<file path="src/rtl/jtag_tap_master.sv">
// JTAG TAP master: pops IR/DR words from show-ahead FIFOs, drives tck/tms/tdi
// and returns captured tdo bytes. After reset it walks the TAP to Run-Test/Idle.
module jtag_tap_master #(
    parameter int DATA_INSTRUCTION = 10,
    parameter int DATA_FIFO        = 8,
    parameter int FIFO_DEPTH       = 16,
    parameter int TCK_DIV          = 4
) (
    input  logic                        clk,
    input  logic                        rst,
    input  logic                        op,
    input  logic                        work,
    output logic                        busy,
    output logic                        err_empty,
    input  logic [DATA_INSTRUCTION-1:0] rdata_instruction,
    output logic                        rd_instruction,
    input  logic                        empty_instruction,
    input  logic [DATA_FIFO-1:0]        rdata_data,
    output logic                        rd_data,
    input  logic                        empty_data,
    output logic                        tck,
    output logic                        tms,
    output logic                        tdi,
    input  logic                        tdo,
    output logic [DATA_FIFO-1:0]        rx_data,
    output logic                        rx_valid
);

    localparam int W  = (DATA_INSTRUCTION > DATA_FIFO) ? DATA_INSTRUCTION : DATA_FIFO;
    localparam int DW = $clog2(TCK_DIV);
    localparam int CW = $clog2(W + 6);
    localparam int BW = $clog2(FIFO_DEPTH + 1);

    typedef enum logic [2:0] {
        ST_TLR, ST_IDLE, ST_IR_HDR, ST_DR_HDR, ST_SHIFT, ST_TAIL
    } state_t;

    state_t               r_state, w_state_n;
    logic [DW-1:0]        r_div, w_div_n;
    logic [CW-1:0]        r_cnt, w_cnt_n, w_nb;
    logic [W-1:0]         r_tx, w_tx_n;
    logic [DATA_FIFO-1:0] r_rx, w_rx_n, r_rxd, w_rxd_n;
    logic [BW-1:0]        r_bytes, w_bytes_n;
    logic                 r_op, w_op_n;
    logic                 r_tck, w_tck_n, r_tms, w_tms_n, r_tdi, w_tdi_n;
    logic                 r_busy, w_busy_n, r_err, w_err_n;
    logic                 r_rd_i, w_rd_i_n, r_rd_d, w_rd_d_n, r_rxv, w_rxv_n;
    logic                 w_edge, w_rise, w_fall, w_dr_last;

    always_ff @(posedge clk) begin
        if (rst) begin
            r_state <= ST_TLR;
            r_div   <= '0;
            r_cnt   <= '0;
            r_tx    <= '0;
            r_rx    <= '0;
            r_rxd   <= '0;
            r_bytes <= '0;
            r_op    <= 1'b0;
            r_tck   <= 1'b0;
            r_tms   <= 1'b1;
            r_tdi   <= 1'b0;
            r_busy  <= 1'b1;
            r_err   <= 1'b0;
            r_rd_i  <= 1'b0;
            r_rd_d  <= 1'b0;
            r_rxv   <= 1'b0;
        end else begin
            r_state <= w_state_n;
            r_div   <= w_div_n;
            r_cnt   <= w_cnt_n;
            r_tx    <= w_tx_n;
            r_rx    <= w_rx_n;
            r_rxd   <= w_rxd_n;
            r_bytes <= w_bytes_n;
            r_op    <= w_op_n;
            r_tck   <= w_tck_n;
            r_tms   <= w_tms_n;
            r_tdi   <= w_tdi_n;
            r_busy  <= w_busy_n;
            r_err   <= w_err_n;
            r_rd_i  <= w_rd_i_n;
            r_rd_d  <= w_rd_d_n;
            r_rxv   <= w_rxv_n;
        end
    end

    always_comb begin
        w_state_n = r_state;
        w_div_n   = r_div;
        w_cnt_n   = r_cnt;
        w_tx_n    = r_tx;
        w_rx_n    = r_rx;
        w_rxd_n   = r_rxd;
        w_bytes_n = r_bytes;
        w_op_n    = r_op;
        w_tck_n   = r_tck;
        w_tms_n   = r_tms;
        w_tdi_n   = r_tdi;
        w_busy_n  = r_busy;
        w_err_n   = 1'b0;
        w_rd_i_n  = 1'b0;
        w_rd_d_n  = 1'b0;
        w_rxv_n   = 1'b0;
        w_nb      = '0;

        w_edge    = (r_div == DW'(TCK_DIV - 1));
        w_rise    = (r_state != ST_IDLE) && w_edge && !r_tck;
        w_fall    = (r_state != ST_IDLE) && w_edge && r_tck;
        w_dr_last = empty_data || (r_bytes == BW'(FIFO_DEPTH));

        // A TCK period begins in the clk after w_fall; tms/tdi for it are loaded there.
        if (r_state != ST_IDLE) begin
            if (w_edge) begin
                w_div_n = '0;
                w_tck_n = !r_tck;
            end else begin
                w_div_n = r_div + DW'(1);
            end
        end

        case (r_state)
            ST_TLR: begin
                if (w_fall) begin
                    if (r_cnt == CW'(5)) begin
                        w_state_n = ST_IDLE;
                        w_busy_n  = 1'b0;
                        w_tms_n   = 1'b0;
                        w_cnt_n   = '0;
                    end else begin
                        w_cnt_n = r_cnt + CW'(1);
                        w_tms_n = (r_cnt != CW'(4));
                    end
                end
            end
            ST_IDLE: begin
                if (work) begin
                    if (!op && !empty_instruction) begin
                        w_rd_i_n  = 1'b1;
                        w_tx_n    = W'(rdata_instruction);
                        w_op_n    = 1'b0;
                        w_busy_n  = 1'b1;
                        w_tms_n   = 1'b1;
                        w_cnt_n   = '0;
                        w_state_n = ST_IR_HDR;
                    end else if (op && !empty_data) begin
                        w_rd_d_n  = 1'b1;
                        w_tx_n    = W'(rdata_data);
                        w_bytes_n = BW'(1);
                        w_op_n    = 1'b1;
                        w_busy_n  = 1'b1;
                        w_tms_n   = 1'b1;
                        w_cnt_n   = '0;
                        w_state_n = ST_DR_HDR;
                    end else begin
                        w_err_n = 1'b1;
                    end
                end
            end
            ST_IR_HDR: begin
                if (w_fall) begin
                    if (r_cnt == CW'(3)) begin
                        w_state_n = ST_SHIFT;
                        w_tdi_n   = r_tx[0];
                        w_tx_n    = r_tx >> 1;
                        w_tms_n   = (DATA_INSTRUCTION == 1);
                        w_cnt_n   = '0;
                    end else begin
                        w_cnt_n = r_cnt + CW'(1);
                        w_tms_n = (r_cnt == CW'(0));
                    end
                end
            end
            ST_DR_HDR: begin
                if (w_fall) begin
                    if (r_cnt == CW'(2)) begin
                        w_state_n = ST_SHIFT;
                        w_tdi_n   = r_tx[0];
                        w_tx_n    = r_tx >> 1;
                        w_tms_n   = (DATA_FIFO == 1) && w_dr_last;
                        w_cnt_n   = '0;
                    end else begin
                        w_cnt_n = r_cnt + CW'(1);
                        w_tms_n = 1'b0;
                    end
                end
            end
            ST_SHIFT: begin
                if (w_rise && r_op) begin
                    w_rx_n = {tdo, r_rx[DATA_FIFO-1:1]};
                    if (r_cnt == CW'(DATA_FIFO - 1)) begin
                        w_rxd_n = {tdo, r_rx[DATA_FIFO-1:1]};
                        w_rxv_n = 1'b1;
                        // Next byte is latched now; its bit 0 goes out on the coming fall.
                        if (!r_tms) begin
                            w_rd_d_n  = 1'b1;
                            w_tx_n    = W'(rdata_data);
                            w_bytes_n = r_bytes + BW'(1);
                        end
                    end
                end
                if (w_fall) begin
                    if (r_tms) begin
                        w_state_n = ST_TAIL;
                        w_tms_n   = 1'b1;
                        w_tdi_n   = 1'b0;
                        w_cnt_n   = '0;
                    end else begin
                        if (r_op && r_cnt == CW'(DATA_FIFO - 1)) w_nb = '0;
                        else                                     w_nb = r_cnt + CW'(1);
                        w_cnt_n = w_nb;
                        w_tdi_n = r_tx[0];
                        w_tx_n  = r_tx >> 1;
                        w_tms_n = r_op ? ((w_nb == CW'(DATA_FIFO - 1)) && w_dr_last)
                                       : (w_nb == CW'(DATA_INSTRUCTION - 1));
                    end
                end
            end
            ST_TAIL: begin
                if (w_fall) begin
                    if (r_cnt == CW'(0)) begin
                        w_cnt_n = CW'(1);
                        w_tms_n = 1'b0;
                    end else begin
                        w_state_n = ST_IDLE;
                        w_busy_n  = 1'b0;
                        w_tms_n   = 1'b0;
                        w_cnt_n   = '0;
                    end
                end
            end
            default: w_state_n = ST_TLR;
        endcase
    end

    assign tck            = r_tck;
    assign tms            = r_tms;
    assign tdi            = r_tdi;
    assign busy           = r_busy;
    assign err_empty      = r_err;
    assign rd_instruction = r_rd_i;
    assign rd_data        = r_rd_d;
    assign rx_data        = r_rxd;
    assign rx_valid       = r_rxv;

endmodule

</file>
<file path="config.mk">
export PLATFORM = sky130hd
export DESIGN_NAME = jtag_tap_master
export DESIGN_NICKNAME = d
export VERILOG_FILES = /design/src/rtl/jtag_tap_master.sv
export SDC_FILE = /design/constraint.sdc
export NUM_CORES = 1
export LEC_CHECK = 0
export CAP_MARGIN = 15
export CORE_UTILIZATION = 41
export DETAILED_ROUTE_END_ITERATION = 10
export GPL_TIMING_DRIVEN = 0
export SETUP_SLACK_MARGIN = 0.1
export SYNTH_ARGS = -nofsm -noshare
export SYNTH_HDL_FRONTEND = slang
export SYNTH_SLANG_ARGS = --single-unit
</file>
<file path="constraint.sdc">
create_clock -name clk -period 2.82 [get_ports clk]
set_input_delay 0.423 -clock clk [delete_from_list [all_inputs] [get_ports clk]]
set_output_delay 0.423 -clock clk [all_outputs]
set_load 0.01 [all_outputs]
</file>
# After elaboration in Yosys (flattened, before gate mapping)
# Cells that the tools add are included.
[totals]
regBits = 49
output_inout_bits = 16
word_cells = 181
in_bits = 25
[classes]
bitwise = 4
eq_ne = 33
reduce_logical = 37
addsub = 3
mux = 88
[op_table]
columns = ["cell", "count"]
rows = [
  ["two-way mux 10 bit", 12],
  ["two-way mux 4 bit", 16],
  ["case mux 10 bit (4 select lines)", 1],
  ["two-way mux 3 bit", 13],
  ["two-way mux 1 bit", 32],
  ["inequality test 2 bit (second input constant)", 16],
  ["two-way mux 5 bit", 6],
  ["AND reduction 7 bit", 4],
  ["case mux 4 bit (6 select lines)", 1],
  ["case mux 3 bit (6 select lines)", 1],
  ["== test 4 x 3 -> 1 bit (second input constant)", 3],
  ["AND reduction 12 bit", 1],
  ["case mux 5 bit (2 select lines)", 1],
  ["== test 4 x 2 -> 1 bit (second input constant)", 2],
  ["logical AND 1 bit", 8],
  ["AND reduction 8 bit", 1],
  ["== test 3 x 2 -> 1 bit (second input constant)", 2],
  ["== test 3 bit (second input constant)", 2],
  ["case mux 1 bit (3 select lines)", 2],
  ["AND reduction 3 bit", 2],
  ["AND reduction 6 bit", 1],
  ["nonzero test 3 bit", 2],
  ["nonzero test 6 bit", 1],
  ["OR reduction 3 bit", 2],
  ["other kinds (25)", 33],
]

# Logic depth before layout (Yosys ltp)
# Gate-level depths: netlist of the first run.
[depth]
ltp_word = 12
mapped_depth = 8
mapped_depth_nobuf = 7

# Worst setup path after synthesis of the first run
# OpenSTA, ideal clock, no wires.
[synth_timing]
path_type = "flip-flop to flip-flop"
startpoint = "register r_cnt[0]"
endpoint = "register r_tx[0]"
setup_time_ns = 0.149
slack_ns = 0.535
synth_period_minus_slack_ns = 2.285
n_path_buf = 0
t_required_ns = 2.671
arrival_time_ns = 2.136
stages_incl_launch_ff = 8
path_cell_list = "dfxtp_1 -> inv_1 -> ha_1 -> or3b_4 -> a222oi_1 -> o211ai_1 -> nor2_4 -> o32ai_1"
[synth_via]
elab_chain_len = 6
elab_cells_between_ends = 11
cone_classes = "eq/ne: 5; mux: 5; reduce/logical: 1"
[synth_lines]
columns = ["element", "line", "source"]
rows = [
  ["from (decl)", "40", "logic [CW-1:0] r_cnt, w_cnt_n, w_nb;"],
  ["from (signal assigned)", "71", "r_cnt <= w_cnt_n;"],
  ["== test 4 x 3 -> 1 bit", "191", "if (r_cnt == CW'(DATA_FIFO - 1)) begin"],
  ["two-way mux 10 bit", "191", ""],
  ["two-way mux 10 bit", "189", "if (w_rise && r_op) begin"],
  ["two-way mux 10 bit", "203", "if (r_tms) begin"],
  ["two-way mux 10 bit", "202", "if (w_fall) begin"],
  ["case mux 10 bit (4 select lines)", "122", "case (r_state)"],
  ["to (signal assigned)", "72", "r_tx <= w_tx_n;"],
  ["to (decl)", "41", "logic [W-1:0] r_tx, w_tx_n;"],
]
# Parallel ways exist; a longest one is shown, timed or not.
# A chain may end at the register's enable or synchronous reset.

# Final worst setup path of the first run
[layout_timing]
startpoint = "register r_cnt[1]"
endpoint = "register r_tx[6]"
# The elaborated chain is that of the path after synthesis.

==> results of run 1 <==
==> flip-flops by register name, indices dropped and copies added, names as in the netlist <==
register	count
tdi	1
tms	1
r_op	1
rd_data	1
r_rx	7
r_div	2
r_tx	10
err_empty	1
r_cnt	4
tck	1
rx_data	8
rd_instruction	1
rx_valid	1
r_bytes	5
r_state	3
busy	1
==> routing by layer <==
| metal | part of all wire | up-vias | routed length [microns] | GRT usage |
|---|---|---|---|---|
| met1 | 0.47 | 1104 | 3010 | 0.273 |
| met4 | 0.012 | 0 | 78 | 0.0696 |
| met2 | 0.47 | 66 | 2960 | 0.355 |
| met5 | 0 | - | 0 | 0 |
| met3 | 0.047 | 9 | 301 | 0.0307 |
| li1 | - | 1147 | - | - |
==> power by group <==
part	leakage [nW]	switching (mW)	total (mW)	internal, mW
registers	0.387	0.00330	0.686	0.683
logic	0.665	0.0454	0.0969	0.0514
clock network	0.0687	0.251	0.609	0.357
==> kinds of logic (layout without fill, tap and decap cells) <==
family | after synthesis | in the layout | share of synthesized area
compound gates | 73 | 73 | 0.221
xor+xnor | 6 | 6 | 0.0208
fa+ha+maj | 8 | 8 | 0.0395
buf+inv | 33 | 84 | 0.0568
flops | 48 | 48 | 0.379
mux | 19 | 19 | 0.0756
simple gates | 96 | 96 | 0.207
==> final timing paths <==
kind | to | depth (start not counted) | start
worst max-delay path | r_tx[6]$_SDFFE_PP0P_ | 6 | r_cnt[1]$_SDFFE_PP0P_
worst min-delay path | r_tx[2]$_SDFFE_PP0P_ | 2 | r_tx[2]$_SDFFE_PP0P_
worst max register to register | r_tx[6]$_SDFFE_PP0P_ | 6 | r_cnt[1]$_SDFFE_PP0P_
worst min register to register | r_tx[2]$_SDFFE_PP0P_ | 2 | r_tx[2]$_SDFFE_PP0P_
==> repair_timing <==
action                     4_1_cts  5_1_grt
setup endpoints to repair        4        0
setup buffers                    2        0
gates resized for setup          0        0
==> stage by stage <==
| stage | setup TNS [ns] | setup WS [ns] |
|---|---|---|
| 6_report | 0 | 0.381 |
| 5_1_grt | 0 | 0.193 |
| 4_1_cts | 0 | 0.272 |
| 3_5_place_dp | -0.356 | -0.0484 |
| 3_3_place_gp | -0.432 | -0.0635 |
| 2_1_floorplan | 0 | 0.535 |
==> final cells by class <==
cell class,count,area (sq um),area share
sequential,48,961,0.302
timing repair buffer,43,420,0.132
clock inverter,3,68.8,0.0216
clock buffer,5,68.8,0.0216
inverter,18,67.6,0.0212
buffer,15,76.3,0.0240
tap,75,93.8,0.0295
multi-input combinational,202,1430,0.448
==> critical path: stages, from the launching register on <==
cell      delay [ns]
dfxtp_1         0.41
ha_1            0.32
nand4b_1        0.27
nor4_4          0.57
o21bai_1        0.41
a222oi_1        0.22
o32ai_1         0.15
==> cell usage in the layout (no fill, tap or decap), types with 3 or more instances in the layout <==
cell             Yosys  routed
dfxtp_1             48      48
clkdlybuf4s50_1      0      40
nor2_1              33      33
mux2i_1             18      18
inv_1               17      17
nand2_1             15      15
clkbuf_1            10      10
nor3_1               9       9
a222oi_1             9       9
o21ai_0              9       9
o32ai_1              9       9
nand3_1              8       8
a21oi_1              8       8
ha_1                 8       8
xor2_1               5       5
clkbuf_8             0       5
nor3b_1              4       4
nand2b_1             4       4
a211oi_1             4       4
and2_1               3       3
nor2b_1              3       3
o31ai_1              3       3
and3_1               3       3
buf_4                1       3
o2111ai_1            3       3
a31oi_1              3       3
a21o_1               3       3
a22oi_1              3       3
==> impl_metrics.toml, run 1 <==
[outcome]
status = "finished clean"

[routing]
dr.pass1.iters = 5
drc = 0
drtIter0Drc = 212
routedWlPerCell_microns = 15.5
drt_wl_total_microns = 6350
viasPerCell = 5.69
via_count = 2326
ant_nets = 0

[logic_synthesis]
synth_edf_count = 0
async_reset_ff_frac = 0
synthTopCellsByCount = "48 x dfxtp_1, 33 x nor2_1, 18 x mux2i_1"
synth_area_sq_um = 2530
synth_most_common_cell = "dfxtp_1"
synth_flop_cell = "dfxtp_1"
synth.top_cell.area_share = 0.379
ys_types = 59
avgSynthCellArea_sq_um = 8.95
synthCells = 283
yosys_warnings = 0
synth_seq_cells = 48
synth_top_area_cell = "dfxtp_1"
synth_area_leaders = "dfxtp_1 38%, mux2i_1 7.1%, nor2_1 4.9%"
yosysSeqAreaShare = 0.379
synth_fp_nets = 316

[worst_setup_path]
cp_data_arrival_time_ns = 2.66
critPathKind = "flip-flop to flip-flop"
endpoint_kind = "flip-flop"
cp-start-kind = "flip-flop"
crit_fanout = 9
r2r_setup_slack_ns = 0.38
cp.required_ns = 3.04

[clock_network]
cts_tree = "done"
clk_pin_slew_ns = 0.10
clock-sinks = 48
cts-root-buf = "clkbuf_8"
clockBufferDepth = 2
cts_max_level = 2
cts_hold_buf = 0
insertion_delay_ns = 0.31
numCtsBuffers = 5

[pwr]
p_per_area_nw_per_um2 = 437
finalPower_mw = 1.39
p_leak_nw = 1.12
peakVddDrop_mv = 0.343

[timing]
finClkSkew_ns = 0.00683
finalCritPeriodShare = 0.865
relSlewSlack = 0.409
fmax_mhz = 410
whs_ns = 0.482
setup_viol = 0
tightest_slew_ns = 0.885
period_needed_ns = 2.44
maxSlewViolCount = 0
hold_violations = 0
rsz0062_at_grt = "no"

[final_layout]
n_antenna_cell = 0
area_growth_pct = 25.7
final_cells = 409
nFillCells = 595
final_util = 0.535
drive_gt1_frac = 0.0659
finish.instance_area_sq_um = 3180
fin_nets = 366

[placement]
dp_hpwl_microns = 4540
place_inst = 398
portBuffers = 40
dpl_cell_area_sq_um = 3030
place.gp.congestion = 0.830

[die]
ios = 41
die_x_microns = 80.6
core_sq_um = 5960
rows = 28
dieArea_sq_um = 6490
initial_core_util = 0.425
die_h_microns = 80.6

[job]
maxCapViolations = 0

[global_routing]
antenna_found_initial = 0
grt_first_pass_wirelength_microns = 10500
overflow = 0
grt_pass1_vias = 2196
grt_start_max_net_pins = 17
grt_usage = 0.211

[worst_hold_path]
hold_class = "flip-flop to flip-flop"
(Power assumes the default switching activity.)
==> inputs of run 2 (changes only) <==
CORE_UTILIZATION = 35   (was 41)
==> impl_metrics.toml, run 2 (synthesis results as in run 1) <==
[final_layout]
n_antenna_cell = 0
fin_nets = 366
finish.instance_area_sq_um = 3210
nFillCells = 689
drive_gt1_frac = 0.0659
multi_input_area_sq_um = 1430
largest-register = "r_tx"
largest_reg_flops = 10
final_common_cell = "dfxtp_1"
final-seq-area_sq_um = 961
final_cell_mix = "48 x dfxtp_1, 40 x clkdlybuf4s50_1, 33 x nor2_1"
area_growth_pct = 26.8

[placement]
portBuffers = 40
dp_hpwl_microns = 4650
dpl_cell_area_sq_um = 3050
place_ws_ns = -0.0723
place.gp.congestion = 0.825

[worst_hold_path]
hold_class = "flip-flop to flip-flop"
hold_path.startpoint = "r_tx[4]$_SDFFE_PP0P_"
holdPathStages = 2
worstHoldEndpoint = "r_tx[4]$_SDFFE_PP0P_"

[clock_network]
cts_hold_buf = 0
cts-root-buf = "clkbuf_8"
cts_resized = 0
clockBufferDepth = 2
cts_max_level = 2
clock-sinks = 48
insertion_delay_ns = 0.31
clk_pin_slew_ns = 0.09
numCtsBuffers = 5
cts_tree = "done"

[worst_setup_path]
endpoint_kind = "flip-flop"
critPathKind = "flip-flop to flip-flop"
crit_path_cell_trace = "ha_1, or3b_1, a222oi_1, buf_4, o211ai_1, nor2_4, o32ai_1"
cp.required_ns = 2.97
ff2ff_path_depth = 7
cp_data_arrival_time_ns = 2.68
startpoint = "r_cnt[1]$_SDFFE_PP0P_"
cp-start-kind = "flip-flop"
cp_slowest_stage_delay_ns = 0.42
crit_slowest_cell = "or3b_1"
r2r_end = "r_tx[5]$_SDFFE_PP0P_"
r2r_setup_slack_ns = 0.28
crit_fanout = 9
r2r_start = "r_cnt[1]$_SDFFE_PP0P_"

[global_routing]
grt_start_max_net_pins = 17
grt_usage = 0.185
antenna_found_initial = 0
grt_first_pass_wirelength_microns = 10800
overflow = 0
grt_pass1_vias = 2180

[timing]
period_needed_ns = 2.54
relSlewSlack = 0.444
setup_viol = 0
fmax_mhz = 394
hold_violations = 0
rsz0062_at_grt = "no"
timing.final.ws_setup_ns = 0.285
tightest_slew_ns = 0.832
finClkSkew_ns = 0.00879
maxSlewViolCount = 0
finalCritPeriodShare = 0.899

[outcome]
status = "finished clean"

[pwr]
p_leak_nw = 1.12
finalPower_mw = 1.38
pwr-share-clk = 0.434
combPwrFrac = 0.070
p_sw_mw = 0.294
p_per_area_nw_per_um2 = 431
internal_power_mw = 1.09
switching_share = 0.212
p_seq_frac = 0.495
peakVddDrop_mv = 0.211

[die]
die_h_microns = 87.1
core_sq_um = 6910
die_x_microns = 87.1
ios = 41
dieArea_sq_um = 7580
initial_core_util = 0.367
rows = 30

[routing]
drt_wl_total_microns = 6510
ant_nets = 0
routedWlPerCell_microns = 15.1
via_count = 2300
viasPerCell = 5.35
dr.pass1.iters = 7
drtIter0Drc = 128
drc = 0

[job]
maxCapViolations = 0
[run 2: cell counts in the layout (fill, tap and decap cells not counted)]
Identical to the previous run, type by type.
[run 2: layout make-up]
class,count,area share
inverters,18,0.0210
clock inverters,3,0.0214
repair buffers,43,0.131
plain buffers,15,0.0238
flip-flops and latches,48,0.299
multi-input cells,202,0.445
clock buffers,5,0.0214
well taps,96,0.0374
[run 2: stage by stage]
stage                     std cells  setup TNS [ns]  hold slack, ns  utilization
after floorplan                 283               0           0.451            -
after global placement          419          -0.665           0.466        0.442
after detailed placement        419          -0.522           0.467        0.442
after CTS                       429               0           0.484        0.464
after global routing            430               0           0.495        0.465
final                           430               0           0.485        0.465
[run 2: worst max-delay path by stage]
stage | endpoint | slack, ns
2_1_floorplan | r_tx[0]$_SDFFE_PP0P_ | 0.54
3_3_place_gp | r_tx[3]$_SDFFE_PP0P_ | -0.08
3_5_place_dp | r_tx[5]$_SDFFE_PP0P_ | -0.07
4_1_cts | r_tx[5]$_SDFFE_PP0P_ | 0.20
5_1_grt | r_tx[2]$_SDFFE_PP0P_ | 0.11
6_report | r_tx[5]$_SDFFE_PP0P_ | 0.28
[run 2: power by group through the flow]
stage          clock network (mW)  registers, mW  logic, mW
3_5_place_dp                    0          0.702     0.0975
5_1_grt                     0.651          0.687      0.106
6_report                    0.602          0.686     0.0974
3_3_place_gp                    0          0.701     0.0972
2_1_floorplan                   0          0.702     0.0429
4_1_cts                     0.619          0.686     0.0981
[run 2: what timing repair did]
item / CTS / global route
endpoints found under the setup margin: 9 / 5
pin swaps: 1 / 1
setup buffers: 2 / 0
[run 2: critical path: cells and delay by family (launching register included)]
| family | cells | cell delay (ns) |
|---|---|---|
| compound gates | 3 | 0.68 |
| fa+ha+maj | 1 | 0.36 |
| buf+inv | 1 | 0.20 |
| flops | 1 | 0.41 |
| simple gates | 2 | 0.73 |
[run 2: routing by layer]
metal  part of all wire  GRT usage
met1               0.50      0.258
met2               0.46      0.293
met3              0.028     0.0370
met4              0.012     0.0470
met5                  0          0
